**src/rtl/virtual_interface_host.sv**
```systemverilog
// -----------------------------------------------------------------------------
// virtual_interface_host
//
// Host side of a virtual button/LED panel carried over a pair of 8N1 UART links.
//   - TX path: sends the 24-bit button vector as three back-to-back bytes
//     (buttons[7:0], buttons[15:8], buttons[23:16]). A packet is started by a
//     one-cycle send request or, when SEND_ON_CHANGE is set, whenever the
//     buttons differ from the last snapshot sent. Requests arriving while a
//     packet is in flight collapse into a single pending packet.
//   - RX path: receives single LED bytes from the device; a good stop bit
//     updates leds and pulses leds_valid, a bad one pulses frame_error.
//   The two paths share only the clock and reset.
//
// Parameters
//   CLKS_PER_BIT    clock cycles per UART bit (4 or more)
//   SEND_ON_CHANGE  start a packet automatically when buttons change
//
// Ports
//   CLK          clock, all logic on the rising edge
//   RST          synchronous active-high reset
//   RX           UART line from the device LED transmitter (idles high)
//   TX           UART line to the device button receiver (idles high)
//   buttons      button state to transmit
//   send         one-cycle transmit request
//   busy         high while a button packet is in flight or pending
//   leds         last LED byte received with a valid stop bit
//   leds_valid   one-cycle pulse when leds updates
//   frame_error  one-cycle pulse on a bad RX stop bit
// -----------------------------------------------------------------------------
module virtual_interface_host #(
    parameter int CLKS_PER_BIT   = 870,
    parameter bit SEND_ON_CHANGE = 1'b1
) (
    input  logic        CLK,
    input  logic        RST,
    input  logic        RX,
    output logic        TX,
    input  logic [23:0] buttons,
    input  logic        send,
    output logic        busy,
    output logic [7:0]  leds,
    output logic        leds_valid,
    output logic        frame_error
);

    localparam int CNT_W = $clog2(CLKS_PER_BIT);
    localparam logic [CNT_W-1:0] BIT_LAST  = CNT_W'(CLKS_PER_BIT - 1);
    localparam logic [CNT_W-1:0] HALF_LAST = CNT_W'(CLKS_PER_BIT / 2 - 1);

    typedef enum logic [1:0] {IDLE, START, DATA, STOP} uart_state_t;

    // -------------------------------------------------------------------------
    // TX path
    // -------------------------------------------------------------------------
    uart_state_t      tx_state;
    logic [CNT_W-1:0] tx_cnt;
    logic [1:0]       tx_byte_idx;
    logic [2:0]       tx_bit_idx;
    logic [23:0]      tx_shift;     // packet snapshot, consumed LSB first
    logic [23:0]      last_sent;
    logic             pending;
    logic             trigger;
    logic             tx_bit_end;

    // Triggers are ignored during reset so busy reads low while RST is held.
    assign trigger    = !RST && (send || (SEND_ON_CHANGE && (buttons != last_sent)));
    assign tx_bit_end = (tx_cnt == BIT_LAST);

    // busy must already be high in the trigger cycle, before the FSM leaves
    // IDLE, so the trigger term is combined in directly.
    assign busy = (tx_state != IDLE) || pending || trigger;

    // NOTE: state is updated with non-blocking assignments so every register
    // in this block samples the pre-edge values, regardless of statement order.
    always_ff @(posedge CLK) begin
        if (RST) begin
            tx_state    <= IDLE;
            TX          <= 1'b1;
            tx_cnt      <= '0;
            tx_byte_idx <= '0;
            tx_bit_idx  <= '0;
            tx_shift    <= '0;
            last_sent   <= '0;
            pending     <= 1'b0;
        end else begin
            if (tx_state != IDLE) begin
                tx_cnt <= tx_bit_end ? '0 : tx_cnt + 1'b1;
                if (trigger) begin
                    pending <= 1'b1;
                end
            end

            case (tx_state)
                IDLE: begin
                    if (trigger || pending) begin
                        tx_state    <= START;
                        TX          <= 1'b0;
                        tx_shift    <= buttons;
                        last_sent   <= buttons;
                        pending     <= 1'b0;
                        tx_cnt      <= '0;
                        tx_byte_idx <= '0;
                        tx_bit_idx  <= '0;
                    end
                end
                START: begin
                    if (tx_bit_end) begin
                        tx_state <= DATA;
                        TX       <= tx_shift[0];
                    end
                end
                DATA: begin
                    if (tx_bit_end) begin
                        // After eight shifts the next byte sits in bit 0.
                        tx_shift <= tx_shift >> 1;
                        if (tx_bit_idx == 3'd7) begin
                            tx_state   <= STOP;
                            tx_bit_idx <= '0;
                            TX         <= 1'b1;
                        end else begin
                            tx_bit_idx <= tx_bit_idx + 1'b1;
                            TX         <= tx_shift[1];
                        end
                    end
                end
                STOP: begin
                    if (tx_bit_end) begin
                        if (tx_byte_idx == 2'd2) begin
                            tx_state <= IDLE;
                        end else begin
                            tx_byte_idx <= tx_byte_idx + 1'b1;
                            tx_state    <= START;
                            TX          <= 1'b0;
                        end
                    end
                end
                default: tx_state <= IDLE;
            endcase
        end
    end

    // -------------------------------------------------------------------------
    // RX path
    // -------------------------------------------------------------------------
    uart_state_t      rx_state;
    logic [CNT_W-1:0] rx_cnt;
    logic [2:0]       rx_bit_idx;
    logic [7:0]       rx_shift;
    logic             rx_meta;
    logic             rx_sync;
    logic             rx_prev;
    logic             rx_wait_high;   // bad stop seen, hold until line idles
    logic             rx_fall;

    assign rx_fall = rx_prev && !rx_sync;

    always_ff @(posedge CLK) begin
        if (RST) begin
            rx_meta      <= 1'b1;
            rx_sync      <= 1'b1;
            rx_prev      <= 1'b1;
            rx_state     <= IDLE;
            rx_cnt       <= '0;
            rx_bit_idx   <= '0;
            rx_shift     <= '0;
            rx_wait_high <= 1'b0;
            leds         <= 8'h00;
            leds_valid   <= 1'b0;
            frame_error  <= 1'b0;
        end else begin
            rx_meta     <= RX;
            rx_sync     <= rx_meta;
            rx_prev     <= rx_sync;
            leds_valid  <= 1'b0;
            frame_error <= 1'b0;

            case (rx_state)
                IDLE: begin
                    if (rx_fall) begin
                        rx_state <= START;
                        rx_cnt   <= '0;
                    end
                end
                START: begin
                    // Mid-start-bit check; a high line here was only a glitch.
                    if (rx_cnt == HALF_LAST) begin
                        rx_cnt <= '0;
                        if (!rx_sync) begin
                            rx_state   <= DATA;
                            rx_bit_idx <= '0;
                        end else begin
                            rx_state <= IDLE;
                        end
                    end else begin
                        rx_cnt <= rx_cnt + 1'b1;
                    end
                end
                DATA: begin
                    if (rx_cnt == BIT_LAST) begin
                        rx_cnt   <= '0;
                        rx_shift <= {rx_sync, rx_shift[7:1]};
                        if (rx_bit_idx == 3'd7) begin
                            rx_state <= STOP;
                        end else begin
                            rx_bit_idx <= rx_bit_idx + 1'b1;
                        end
                    end else begin
                        rx_cnt <= rx_cnt + 1'b1;
                    end
                end
                STOP: begin
                    if (rx_wait_high) begin
                        if (rx_sync) begin
                            rx_wait_high <= 1'b0;
                            rx_state     <= IDLE;
                        end
                    end else if (rx_cnt == BIT_LAST) begin
                        rx_cnt <= '0;
                        if (rx_sync) begin
                            leds       <= rx_shift;
                            leds_valid <= 1'b1;
                            rx_state   <= IDLE;
                        end else begin
                            frame_error  <= 1'b1;
                            rx_wait_high <= 1'b1;
                        end
                    end else begin
                        rx_cnt <= rx_cnt + 1'b1;
                    end
                end
                default: rx_state <= IDLE;
            endcase
        end
    end

endmodule

```
**config.mk**
```make
export PLATFORM = sky130hd
export DESIGN_NAME = virtual_interface_host
export DESIGN_NICKNAME = d
export VERILOG_FILES = /design/src/rtl/virtual_interface_host.sv
export SDC_FILE = /design/constraint.sdc
export NUM_CORES = 1
export LEC_CHECK = 0
export ABC_AREA = 1
export BUFFER_PORTS_ARGS = -buffer_cell sky130_fd_sc_hd__buf_4
export CAP_MARGIN = 20
export CELL_PAD_IN_SITES_DETAIL_PLACEMENT = 1
export CELL_PAD_IN_SITES_GLOBAL_PLACEMENT = 2
export CORE_UTILIZATION = 34
export CTS_CLUSTER_SIZE = 40
export DETAILED_ROUTE_END_ITERATION = 8
export PLACE_DENSITY = 0.81
export SLEW_MARGIN = 40
export SYNTH_ARGS = -nofsm -noshare
export SYNTH_HDL_FRONTEND = slang
export SYNTH_SLANG_ARGS = --single-unit
```
**constraint.sdc**
```tcl
create_clock -name CLK -period 2.1 [get_ports CLK]
set_input_delay 0.21 -clock CLK [delete_from_list [all_inputs] [get_ports CLK]]
set_output_delay 0.21 -clock CLK [all_outputs]
set_load 0.05 [all_outputs]
```
* Word-level counts from Yosys, hierarchy flattened
Index checks and enable logic that the tools add are counted.
** Storage, ports and cells
- Register bits :: 104
- Input port bits :: 28
- Output and inout port bits :: 12
- Logic and storage cells :: 136
** Cells by class
- $add $sub $neg :: 5
- Equality and inequality tests :: 27
- Mux-type cells :: 56
- Bitwise gates (word level) :: 3
- Reduce and logical (&&, ||, !) cells :: 26
** Operators with widths (count)
- 10-bit 2-to-1 mux :: 8
- 24-bit 2-to-1 mux :: 2
- 24-bit case mux with 2 select lines :: 1
- 10-bit case mux with 4 select lines :: 1
- 2-bit 2-to-1 mux :: 16
- 2-bit inequality test, second input constant :: 13
- 24-bit inequality test :: 1
- 3-bit 2-to-1 mux :: 7
- 10-bit by 1-bit adder with 10-bit output, second input constant :: 2
- 10-bit == test, second input constant :: 2
- 5-bit AND reduction :: 4
- 2-bit case mux with 4 select lines :: 2
- 1-bit 2-to-1 mux :: 15
- 3-bit case mux with 2 select lines :: 2
- 10-bit by 9-bit == test with 1-bit output, second input constant :: 1
- 2-bit == test, second input constant :: 5
- 4-bit AND reduction :: 2
- 2-bit nonzero test :: 4
- 3-bit by 1-bit adder with 3-bit output, second input constant :: 2
- 3-bit == test, second input constant :: 2
- 2-bit AND reduction :: 3
- 2-bit by 1-bit == test with 1-bit output, second input constant :: 2
- 2-bit logical NOT :: 2
- 1-bit logical OR :: 4
- 10 further kinds :: 14

* Longest topological paths before layout
- Depth after elaboration :: 7
- Depth in mapped cells :: 14
- Mapped depth without buffers :: 13

* Worst setup path before layout
No wires, ideal clock.
- Path type :: reg-to-reg
- Start :: register tx_state[0]
- End :: register tx_bit_idx[0]
- Library setup time :: 0.071 ns
- Arrival :: 1.616 ns
- Required time :: 2.029 ns
- Setup slack :: 0.413 ns
- Cell stages (with the launch flop) :: 10
- Buffers on the path :: 3
- Period minus slack after synthesis :: 1.687 ns
- Cells stage by stage :: dfxtp_1 -> inv_1 -> ha_1 -> clkbuf_1 -> nor2_1 -> a21oi_2 -> buf_6 -> buf_6 -> nand3_1 -> a21oi_1
** Between the ends
- Longest elaborated chain between the ends :: 3
- Elaborated cells between the ends (all ways) :: 7
- Classes of those cells :: eq/ne (3); mux (1); reduce/logical (3)
** Ends and longest elaborated chain
- start: declaration :: RTL line 55 : uart_state_t tx_state;
- start signal: assignment :: RTL line 77 : tx_state <= IDLE;
- start signal: assignment :: RTL line 96 : tx_state <= START;
- start signal: assignment :: RTL line 108 : tx_state <= DATA;
- 2-bit == test or 2-bit logical NOT (tied branches) :: RTL line 93 : case (tx_state)
- 2-bit inequality test (no source line) or 2-bit nonzero test (tied branches)
- 3-bit AND reduction (no source line)
- end signal: assignment :: RTL line 121 : tx_bit_idx <= tx_bit_idx + 1'b1;
- end: declaration :: RTL line 58 : logic [2:0] tx_bit_idx;
Several ways; a longest one is shown, not always the timed one.
A chain may end at the register's enable or synchronous reset.

* Worst setup path in the final report
- Start :: register tx_state[0]
- End :: output busy
** Between the ends
- Longest elaborated chain between the ends :: 3
** Ends and longest elaborated chain
- 2-bit nonzero test :: RTL line 71 : assign busy = (tx_state != IDLE) || pending || trigger;
- 1-bit logical OR (2 in a row) :: RTL line 71
- end: declaration :: RTL line 40 : output logic busy,
Every way passes these cells.

==> flow_summary_export.csv <==
group,metric,value,unit
timing,period_minus_slack,1.98,ns
timing,rsz0062_at_grt,"no",
logic_synthesis,yosys-top-cells-area,"dfxtp_1 41%, nand2_1 12%, nor2_1 6.9%",
place,dpl.hpwl,9370,microns
die,num_io_pins,40,
route,first_pass_iters,6,
setup_path,worstPathRequired,1.89,ns
timing,setup_violations,0,
global_route,antenna_found_initial,0,
timing,worstMarginPinSlew,0.561,ns
die,num_rows,44,
clocking,cts_root_buf,"clkbuf_16",
logic_synthesis,synth_ff_type,"dfxtp_1",
die,initial_core_util,35.1,%
final_layout,drive_gt1_share,16.3,%
timing,hold_viol_final,0,
route,vias,4669,
clocking,htreeDepth,3,
timing,finalCritPeriodShare,94.3,%
route,drc,4,
clocking,cts_buffers,9,
outcome,outcome,"finished with violations",
flow_run,maxCapViolCount,0,
final_layout,nNetsFinal,806,
clocking,clockBufferDepth,2,
timing,relSlewSlack,62.3,%
setup_path,arrival,1.77,ns
timing,finalSetupTns,0,ns
route,postRouteAntennaNets,0,
die,die_h,125,microns
clocking,clock-sinks,104,
timing,clock_skew,0.00574,ns
timing,timing.fmax,505,MHz
place,place_area,5540,sq um
pwr,powerDensity,1230,nW/um^2
final_layout,n_fill_cell,1861,
clocking,holdBufCountCts,0,
logic_synthesis,ys_seq_elements,104,
final_layout,syn2layout_area_growth,15.5,%
route,drt-total-wl,13200,microns
final_layout,design_area,5940,sq um
global_route,grt_use_total,18.0,%
clocking,insertion_delay,0.35,ns
global_route,grt_pass1_vias,4852,
clocking,path_clk_slew,0.07,ns
logic_synthesis,synth_cell_types,37,
logic_synthesis,synth_nets,764,
logic_synthesis,synth_edf_count,0,
global_route,grt_max_degree,49,
timing,hold_ws,0.0353,ns
logic_synthesis,synthCells,722,
timing,drv_slew,0,
global_route,grt.overflow.total,0,
route,drt_iter0_markers,145,
logic_synthesis,syn_area_per_cell,7.12,sq um
logic_synthesis,yosysWarnings,0,
setup_path,path_max_fanout,6,
pwr,p_leak,2.48,nW
min_path,hold_class,"in -> reg",
logic_synthesis,synth_top_area_share,40.5,%
logic_synthesis,synth_seq_area_share,40.5,%
setup_path,critPathKind,"reg -> out",
die,fp.coreArea,14600,sq um
place,io_buffer_count,39,
route,wl_per_cell,13.9,microns
setup_path,endpoint_kind,"output pin",
die,die_w,125,microns
logic_synthesis,synthArstFlopShare,0,%
final_layout,diodes,0,
final_layout,most-common-layout-cells,"165 x nand2_1, 102 x dfxtp_1, 90 x nor2_1",
clocking,cts_tree,"yes",
pwr,peakVddDrop,0.509,mV
logic_synthesis,syn_area,5140,sq um
route,vias_per_cell,4.90,
final_layout,layout_commonest_cell,"nand2_1",
outcome,violations,"design-rule violations",
die,floorplan.die_area,15600,sq um
logic_synthesis,yosysTopAreaCell,"dfxtp_1",
global_route,grt_pass1_wl,23100,microns
setup_path,worstSetupStartpointType,"flop",
place,globalplace.congestion,0.736,
-- cells in the mapped netlist (4+ instances only) --
library cell    n
o21ai_1        12
nand3_1        44
xor2_1          8
nor2_1         95
dfxtp_1       104
clkbuf_1       13
nand2_4         4
nor2_2         15
inv_2           5
xnor2_1         5
nor3_1          6
inv_1          68
buf_6          13
a211oi_1       14
nand2_2         5
nand4_1         6
ha_1           14
nand2_1       165
o21ai_0        52
a21oi_1        46
-- worst max-delay path: stages, from the launching register on --
cell     delay [ns]
dfxtp_1        0.34
inv_1          0.16
ha_1           0.22
inv_2          0.08
nor2_2         0.32
nand2_8        0.12
buf_8          0.17
-- report_power, final --
part / total (mW) / switching (mW) / internal (mW)
Clock: 1.62 / 0.808 / 0.816
Combinational: 3.05 / 1.99 / 1.06
Sequential: 2.65 / 0.273 / 2.38
Total: 7.32 / 3.07 / 4.25
-- per-layer routing --
metal / part of all wire (%) / vias to the layer above / GRT usage (%)
met1: 50 / 2212 / 23.4
met2: 47 / 38 / 30.5
met3: 1.9 / 13 / 2.48
met5: 0 / - / 0
met4: 1.4 / 0 / 6.46
li1: - / 2406 / -
-- repair_timing --
item | 4_1_cts | 5_1_grt
endpoints found under the setup margin | 1 | 47
buffers inserted | 0 | 8
gates resized for setup | 3 | 11
pin swaps | 0 | 5
cloned | 0 | 1
-- cell type report --
cell class | instances | area, sq um | area share [%]
tap | 184 | 230 | 3.88
timing repair buffer | 59 | 450 | 7.59
clock inverter | 7 | 55.1 | 0.927
clock buffer | 9 | 225 | 3.79
sequential | 104 | 2080 | 35.1
multi-input combinational | 515 | 2600 | 43.9
inverter | 75 | 287 | 4.83
-- metrics by stage --
step / worst slack, ns / power [mW] / utilization, % / std cells
2_1_floorplan: 0.413 / 5.02 / - / 722
3_3_place_gp: 0.154 / 5.43 / 37.8 / 928
3_5_place_dp: 0.0882 / 5.56 / 37.8 / 928
4_1_cts: 0.00854 / 7.25 / 39.9 / 944
5_1_grt: 0.00633 / 7.92 / 40.5 / 953
6_report: 0.120 / 7.32 / 40.5 / 953
-- sequential cells by signal, summed over array words and instances (netlist names), 2 cells and up, named ones only --
register	flops
last_sent	24
tx_shift	24
rx_cnt	10
tx_cnt	10
leds	8
rx_shift	8
rx_bit_idx	3
tx_bit_idx	3
tx_byte_idx	2
tx_state	2
-- cells by family (layout without fill, tap and decap cells) --
group,Yosys count,after routing,synth area share (%)
buf+inv,104,150,9.62
flops,104,104,40.5
compound gates,133,133,14.2
simple gates,354,355,30.1
xor+xnor,13,13,2.22
fa+ha+maj,14,14,3.41
-- path summary, 6_finish.rpt --
check	cells past startpoint	to	slack, ns	startpoint
worst min-delay path	2	rx_meta	0.04	RX
worst min register to register	1	rx_sync	0.41	rx_meta
worst max-delay path	6	busy	0.12	tx_state[0]
worst max register to register	8	tx_shift[8]	0.18	tx_cnt[0]
(Power assumes the default switching activity.)
